`src/rtl/wfg_stim_sram.sv`:
```
// Stimulus source for the wfg core: walks an SRAM address window with a stride and
// streams the read words out over a valid/ready link through a small prefetch FIFO.
module wfg_stim_sram #(
    parameter int ADDR_W     = 10,
    parameter int DATA_W     = 32,
    parameter int FIFO_DEPTH = 4
) (
    input  logic              clk,
    input  logic              rst_n,
    input  logic              ctrl_en_i,
    input  logic [ADDR_W-1:0] cfg_start_i,
    input  logic [ADDR_W-1:0] cfg_end_i,
    input  logic [7:0]        cfg_inc_i,
    output logic              csb_o,
    output logic [ADDR_W-1:0] addr_o,
    input  logic [DATA_W-1:0] dout_i,
    output logic [DATA_W-1:0] wfg_axis_tdata_o,
    output logic              wfg_axis_tvalid_o,
    input  logic              wfg_axis_tready_i,
    output logic              busy_o
);

    localparam int PTR_W = $clog2(FIFO_DEPTH);
    localparam int CNT_W = PTR_W + 1;
    localparam logic [CNT_W:0] DEPTH_C = (CNT_W+1)'(FIFO_DEPTH);

    typedef enum logic [0:0] {
        ST_IDLE = 1'b0,
        ST_RUN  = 1'b1
    } state_t;

    state_t              state_r, state_nxt_s;
    logic [ADDR_W-1:0]   start_r, end_r, ptr_r;
    logic [7:0]          inc_r;
    logic                csb_r, inflight_r, tvalid_r, busy_r;
    logic [ADDR_W-1:0]   addr_r;
    logic [CNT_W-1:0]    cnt_r;
    logic [PTR_W-1:0]    rd_ptr_r, wr_ptr_r;
    logic [DATA_W-1:0]   fifo_mem_r [FIFO_DEPTH];
    logic [DATA_W-1:0]   tdata_r;

    logic                latch_s, run_s, issue_s, push_s, pop_s, wrap_s;
    logic [CNT_W:0]      credit_s;
    logic [CNT_W-1:0]    cnt_pop_s, cnt_nxt_s;
    logic [PTR_W-1:0]    rd_nxt_s, wr_nxt_s;
    logic [7:0]          inc_eff_s;
    logic [ADDR_W:0]     sum_s;
    logic [ADDR_W-1:0]   ptr_nxt_s, addr_nxt_s;
    logic [DATA_W-1:0]   tdata_nxt_s;

    // FSM next-state: enable starts a run, dropping it stops and flushes
    always_comb begin
        state_nxt_s = state_r;
        latch_s     = 1'b0;
        case (state_r)
            ST_IDLE: begin
                if (ctrl_en_i) begin
                    state_nxt_s = ST_RUN;
                    latch_s     = 1'b1;
                end else begin
                    state_nxt_s = ST_IDLE;
                end
            end
            ST_RUN: begin
                if (ctrl_en_i) begin
                    state_nxt_s = ST_RUN;
                end else begin
                    state_nxt_s = ST_IDLE;
                end
            end
            default: begin
                state_nxt_s = ST_IDLE;
            end
        endcase
    end

    // Datapath: read credit, address walk, FIFO bookkeeping and next output values
    always_comb begin
        run_s     = (state_r == ST_RUN) && ctrl_en_i;
        // each in-flight read owns a FIFO slot, so a push can never overflow
        credit_s  = {1'b0, cnt_r} + (CNT_W+1)'(inflight_r);
        issue_s   = run_s && (credit_s < DEPTH_C);
        push_s    = run_s && inflight_r;
        pop_s     = tvalid_r && wfg_axis_tready_i;

        inc_eff_s = (inc_r == 8'd0) ? 8'd1 : inc_r;
        sum_s     = {1'b0, ptr_r} + (ADDR_W+1)'(inc_eff_s);
        wrap_s    = sum_s[ADDR_W] || (sum_s[ADDR_W-1:0] > end_r);

        if (latch_s) begin
            ptr_nxt_s = cfg_start_i;
        end else if (issue_s) begin
            ptr_nxt_s = wrap_s ? start_r : sum_s[ADDR_W-1:0];
        end else begin
            ptr_nxt_s = ptr_r;
        end

        if (issue_s) begin
            addr_nxt_s = ptr_r;
        end else begin
            addr_nxt_s = addr_r;
        end

        cnt_pop_s = cnt_r - CNT_W'(pop_s);
        if (run_s) begin
            cnt_nxt_s = cnt_pop_s + CNT_W'(push_s);
            rd_nxt_s  = rd_ptr_r + PTR_W'(pop_s);
            wr_nxt_s  = wr_ptr_r + PTR_W'(push_s);
        end else begin
            cnt_nxt_s = {CNT_W{1'b0}};
            rd_nxt_s  = {PTR_W{1'b0}};
            wr_nxt_s  = {PTR_W{1'b0}};
        end

        // head bypass: when the FIFO drains to zero this edge, the new head is the word being pushed
        if (cnt_nxt_s == {CNT_W{1'b0}}) begin
            tdata_nxt_s = tdata_r;
        end else if (cnt_pop_s == {CNT_W{1'b0}}) begin
            tdata_nxt_s = dout_i;
        end else begin
            tdata_nxt_s = fifo_mem_r[rd_nxt_s];
        end
    end

    // Control, address and output registers
    always_ff @(posedge clk or negedge rst_n) begin
        if (!rst_n) begin
            state_r    <= ST_IDLE;
            start_r    <= {ADDR_W{1'b0}};
            end_r      <= {ADDR_W{1'b0}};
            inc_r      <= 8'd0;
            ptr_r      <= {ADDR_W{1'b0}};
            csb_r      <= 1'b1;
            addr_r     <= {ADDR_W{1'b0}};
            inflight_r <= 1'b0;
            cnt_r      <= {CNT_W{1'b0}};
            rd_ptr_r   <= {PTR_W{1'b0}};
            wr_ptr_r   <= {PTR_W{1'b0}};
            tdata_r    <= {DATA_W{1'b0}};
            tvalid_r   <= 1'b0;
            busy_r     <= 1'b0;
        end else begin
            state_r    <= state_nxt_s;
            if (latch_s) begin
                start_r <= cfg_start_i;
                end_r   <= cfg_end_i;
                inc_r   <= cfg_inc_i;
            end
            ptr_r      <= ptr_nxt_s;
            csb_r      <= ~issue_s;
            addr_r     <= addr_nxt_s;
            inflight_r <= issue_s;
            cnt_r      <= cnt_nxt_s;
            rd_ptr_r   <= rd_nxt_s;
            wr_ptr_r   <= wr_nxt_s;
            tdata_r    <= tdata_nxt_s;
            tvalid_r   <= (cnt_nxt_s != {CNT_W{1'b0}});
            busy_r     <= (state_nxt_s == ST_RUN);
        end
    end

    // Prefetch FIFO storage
    always_ff @(posedge clk or negedge rst_n) begin
        if (!rst_n) begin
            for (int i = 0; i < FIFO_DEPTH; i++) begin
                fifo_mem_r[i] <= {DATA_W{1'b0}};
            end
        end else if (push_s) begin
            fifo_mem_r[wr_ptr_r] <= dout_i;
        end
    end

    assign csb_o             = csb_r;
    assign addr_o            = addr_r;
    assign wfg_axis_tdata_o  = tdata_r;
    assign wfg_axis_tvalid_o = tvalid_r;
    assign busy_o            = busy_r;

endmodule

```
`config.mk`:
```
export PLATFORM = sky130hd
export DESIGN_NAME = wfg_stim_sram
export DESIGN_NICKNAME = d
export VERILOG_FILES = /design/src/rtl/wfg_stim_sram.sv
export SDC_FILE = /design/constraint.sdc
export NUM_CORES = 1
export LEC_CHECK = 0
export ABC_AREA = 1
export CORE_ASPECT_RATIO = 1.75
export CORE_MARGIN = 4
export CORE_UTILIZATION = 35
export DETAILED_ROUTE_END_ITERATION = 12
export DONT_BUFFER_PORTS = 1
export GPL_TIMING_DRIVEN = 0
export SLEW_MARGIN = 15
export SYNTH_ARGS = -nofsm -noshare
export SYNTH_HDL_FRONTEND = slang
export SYNTH_SLANG_ARGS = --single-unit
export TNS_END_PERCENT = 1
```
`constraint.sdc`:
```
create_clock -name clk -period 2.9 [get_ports clk]
set_input_delay 0.725 -clock clk [delete_from_list [all_inputs] [get_ports clk]]
set_output_delay 0.725 -clock clk [all_outputs]
set_load 0.005 [all_outputs]
```
==> flow_summary.yaml <==
grt:
  grt_use_met2_pct: 36.1
  grt_pass1_wl_mm: 48.1
  use_met1_pct: 19.3
  grt_busiest_layer: "met2"
  grt_max_degree: 220
  grt_pass1_vias: 8836
  grtUsageTotal_pct: 18.3
  antenna_found_initial: 0
  gr-usage-met3_pct: 2.62
  overflow: 0
die:
  dieArea_mm2: 0.0326
  initial_utilization_pct: 35.5
  boundaryPins: 109
  die_w_um: 138
  coreArea_mm2: 0.0293
  dieHeight_um: 236
  std_cell_rows: 83
synthesis:
  synth_top_area_share_pct: 52.5
  synthFlopType: "dfrtp_1"
  synth_edf_count: 0
  synth_top_area_cell: "dfrtp_1"
  yosysWarnings: 0
  async_reset_ff_share_pct: 100
  ys_top_cells_by_area: "dfrtp_1, nand2_1, o21ai_0"
  postSynthCellCount: 1266
  ys_types: 32
  syn_area_mm2: 0.0104
  synth_seq_area_share_pct: 52.8
  ys_seq_elements: 219
  syn_nets: 1355
  syn_area_per_cell_um2: 8.21
timing:
  max_slew_margin_pct: 51.5
  rsz0062_at_grt: "yes"
  period_minus_slack_ps: 3150
  setup_viol: 10
  max_freq_mhz: 317
  worstMarginPinSlew_ps: 727
  timing.final.ws_setup_ps: -252
  skew_ps: 11.9
  slew_violations: 0
  finalSetupTns_ps: -2330
  fin_crit_sh_pct: 109
  timing.hold.ws_ps: -96.4
  hold_viol_final: 218
worst_setup_path:
  critPathLaunchType: "flop"
  crit_type: "flop to flop"
  arrival_ps: 3560
  rr_startpoint: "inc_r[1]"
  reg2reg_slack_ps: -250
  path_max_fanout: 6
  endpoint_kind: "flop"
  r2r-end: "ptr_r[8]"
  r2r_cells: 18
  critPathRequiredTime_ps: 3310
routing:
  post_drt_via_cell_ratio: 5.01
  post_drt_wl_per_cell_um: 17.8
  drc_errors: 0
  first_iter_violations: 458
  final_antenna_net_count: 0
  vias: 8530
  route.final.wire_length_mm: 30.4
  dr.pass1.iters: 5
power_and_ir_drop:
  p_leak_nw: 5.56
  vdd_drop_max_mv: 0.557
  power_density_mw_per_mm2: 811
final_layout:
  fin_area_mm2: 0.0119
  syn2layout_area_growth_pct: 14.6
  diodes: 0
  drive_gt1_share_pct: 9.24
  finalNetCount: 1393
  fin_util_pct: 40.7
cts:
  clock_path_buffers: 3
  clkLatencyLatePin_ps: 520
  cts-buffers-inserted: 22
  clk_pin_slew_ps: 70
  cts_root_buffer: "clkbuf_16"
  clock_sinks: 219
  htreeDepth: 1
  cts_tree: "done"
flow_run:
  max_cap_viol_count: 0
outcome:
  violations: "negative hold slack, negative setup slack"
  outcome: "complete, but fails checks"
placement:
  io_buffers: 0
  place_area_mm2: 0.0109
  gp_congestion: 0.854
  post-place-ws_ps: -619
  hpwl_mm: 21.6
min_path:
  hold_path_class: "input pin to async pin"
==> critical path, stage by stage, from the launching register on <==
cell     delay (ps)
dfrtp_2         430
nor4_4          280
a21o_1          190
ha_4            160
fa_2            220
buf_4           120
buf_4           100
xor2_1          410
ha_1            330
nand2_1         100
nor2_4           50
nand3_2          90
nand3_4         120
nand2_8         140
nand2_8          90
nand2_2          70
nand3_1          60
nand2_1          60
inv_1            30
==> what timing repair did <==
item / CTS / global route
cloned: 2 / 0
gates resized for setup: 16 / 37
endpoints found under the setup margin: 10 / 13
setup buffers: 6 / 6
pin swaps: 10 / 28
endpoints found under the hold margin: 218 / 218
==> kinds of logic after synthesis <==
family          Yosys count  synth area share, %
compound gates          241                 12.8
xor+xnor                  4                0.337
fa+ha+maj                25                 3.08
buf+inv                 217                 8.68
flops                   219                 52.8
simple gates            560                 22.3
==> through the flow <==
step                power (mW)  instances
global route              10.3       1702
detailed placement        6.21       1648
floorplan                 5.54       1266
global placement          6.14       1648
CTS                       9.30       1696
finish                    9.66       1702
==> power by group <==
group / internal, mW / total (mW) / leakage [nW] / switching (mW)
Sequential: 3.56 / 3.95 / 2.84 / 0.393
Combinational: 1.17 / 2.92 / 2.38 / 1.75
Clock: 1.58 / 2.79 / 0.336 / 1.21
==> sequential cells by signal, indices dropped and copies added (netlist names) <==
name / cells
start_r: 10
cnt_r: 3
rd_ptr_r: 2
wfg_axis_tvalid_o: 1
addr_o: 10
ptr_r: 10
busy_o: 1
wr_ptr_r: 2
inflight_r: 1
end_r: 10
csb_o: 1
wfg_axis_tdata_o: 32
inc_r: 8
fifo_mem_r: 128
==> layout by cell type, fill, tap and decap left out, types with 2 or more instances in the layout <==
| cell type | count |
|---|---|
| clkbuf_1 | 52 |
| nor2_1 | 45 |
| nand3_1 | 83 |
| dfrtp_1 | 217 |
| clkinv_2 | 4 |
| ha_4 | 2 |
| nand3_2 | 14 |
| a31oi_1 | 33 |
| a21oi_1 | 6 |
| ha_1 | 22 |
| inv_2 | 3 |
| nand4_1 | 2 |
| nor2_4 | 3 |
| buf_6 | 11 |
| o21ai_0 | 167 |
| inv_1 | 146 |
| buf_4 | 12 |
| a21oi_2 | 2 |
| clkbuf_16 | 23 |
| or2_2 | 3 |
| nand2_8 | 4 |
| buf_2 | 13 |
| nand2_4 | 2 |
| nand3b_1 | 5 |
| nand2_1 | 382 |
| o211ai_1 | 32 |
| nand2_2 | 13 |
| and2_4 | 2 |
==> layer usage <==
metal	part of all wire (%)	vias to the layer above	wire, um
li1	-	4147	-
met1	36	4095	11000
met2	55	222	16800
met3	4.7	66	1420
met4	3.8	0	1170
met5	0	-	0
==> final cells by class <==
type / instances / area [um^2]
Buffer: 67 / 339
Clock buffer: 33 / 623
Clock inverter: 7 / 66.3
Fill cell: 2991 / 17400
Inverter: 150 / 563
Multi-Input combinational cell: 832 / 4260
Sequential cell: 219 / 5480
Tap cell: 382 / 478
Timing Repair Buffer: 12 / 101
==> synth_stat cells, types with 2 or more instances <==
master    count
xor2_1        2
o211ai_1     32
a31oi_1      33
buf_4         3
nor2_1       47
a21oi_1       8
nand3_2       6
nand4_1       2
nand3b_1      5
and2_1        2
clkbuf_1     43
dfrtp_1     218
xnor2_1       2
ha_1         24
inv_2         2
nand2_1     396
buf_6         8
inv_1       147
nand3_1      92
buf_2        13
nand2_4       2
or2_2         3
o21ai_0     167
==> how the worst max path moves through the flow <==
stage                     to     start  depth (start not counted)
floorplan           ptr_r[9]  inc_r[1]                         19
detailed placement  ptr_r[9]  inc_r[1]                         19
global placement    ptr_r[8]  inc_r[1]                         19
CTS                 ptr_r[8]  inc_r[4]                         22
finish              ptr_r[8]  inc_r[1]                         18
global route        ptr_r[6]  inc_r[1]                         21
Note: power is estimated with default switching activity, not from simulation.
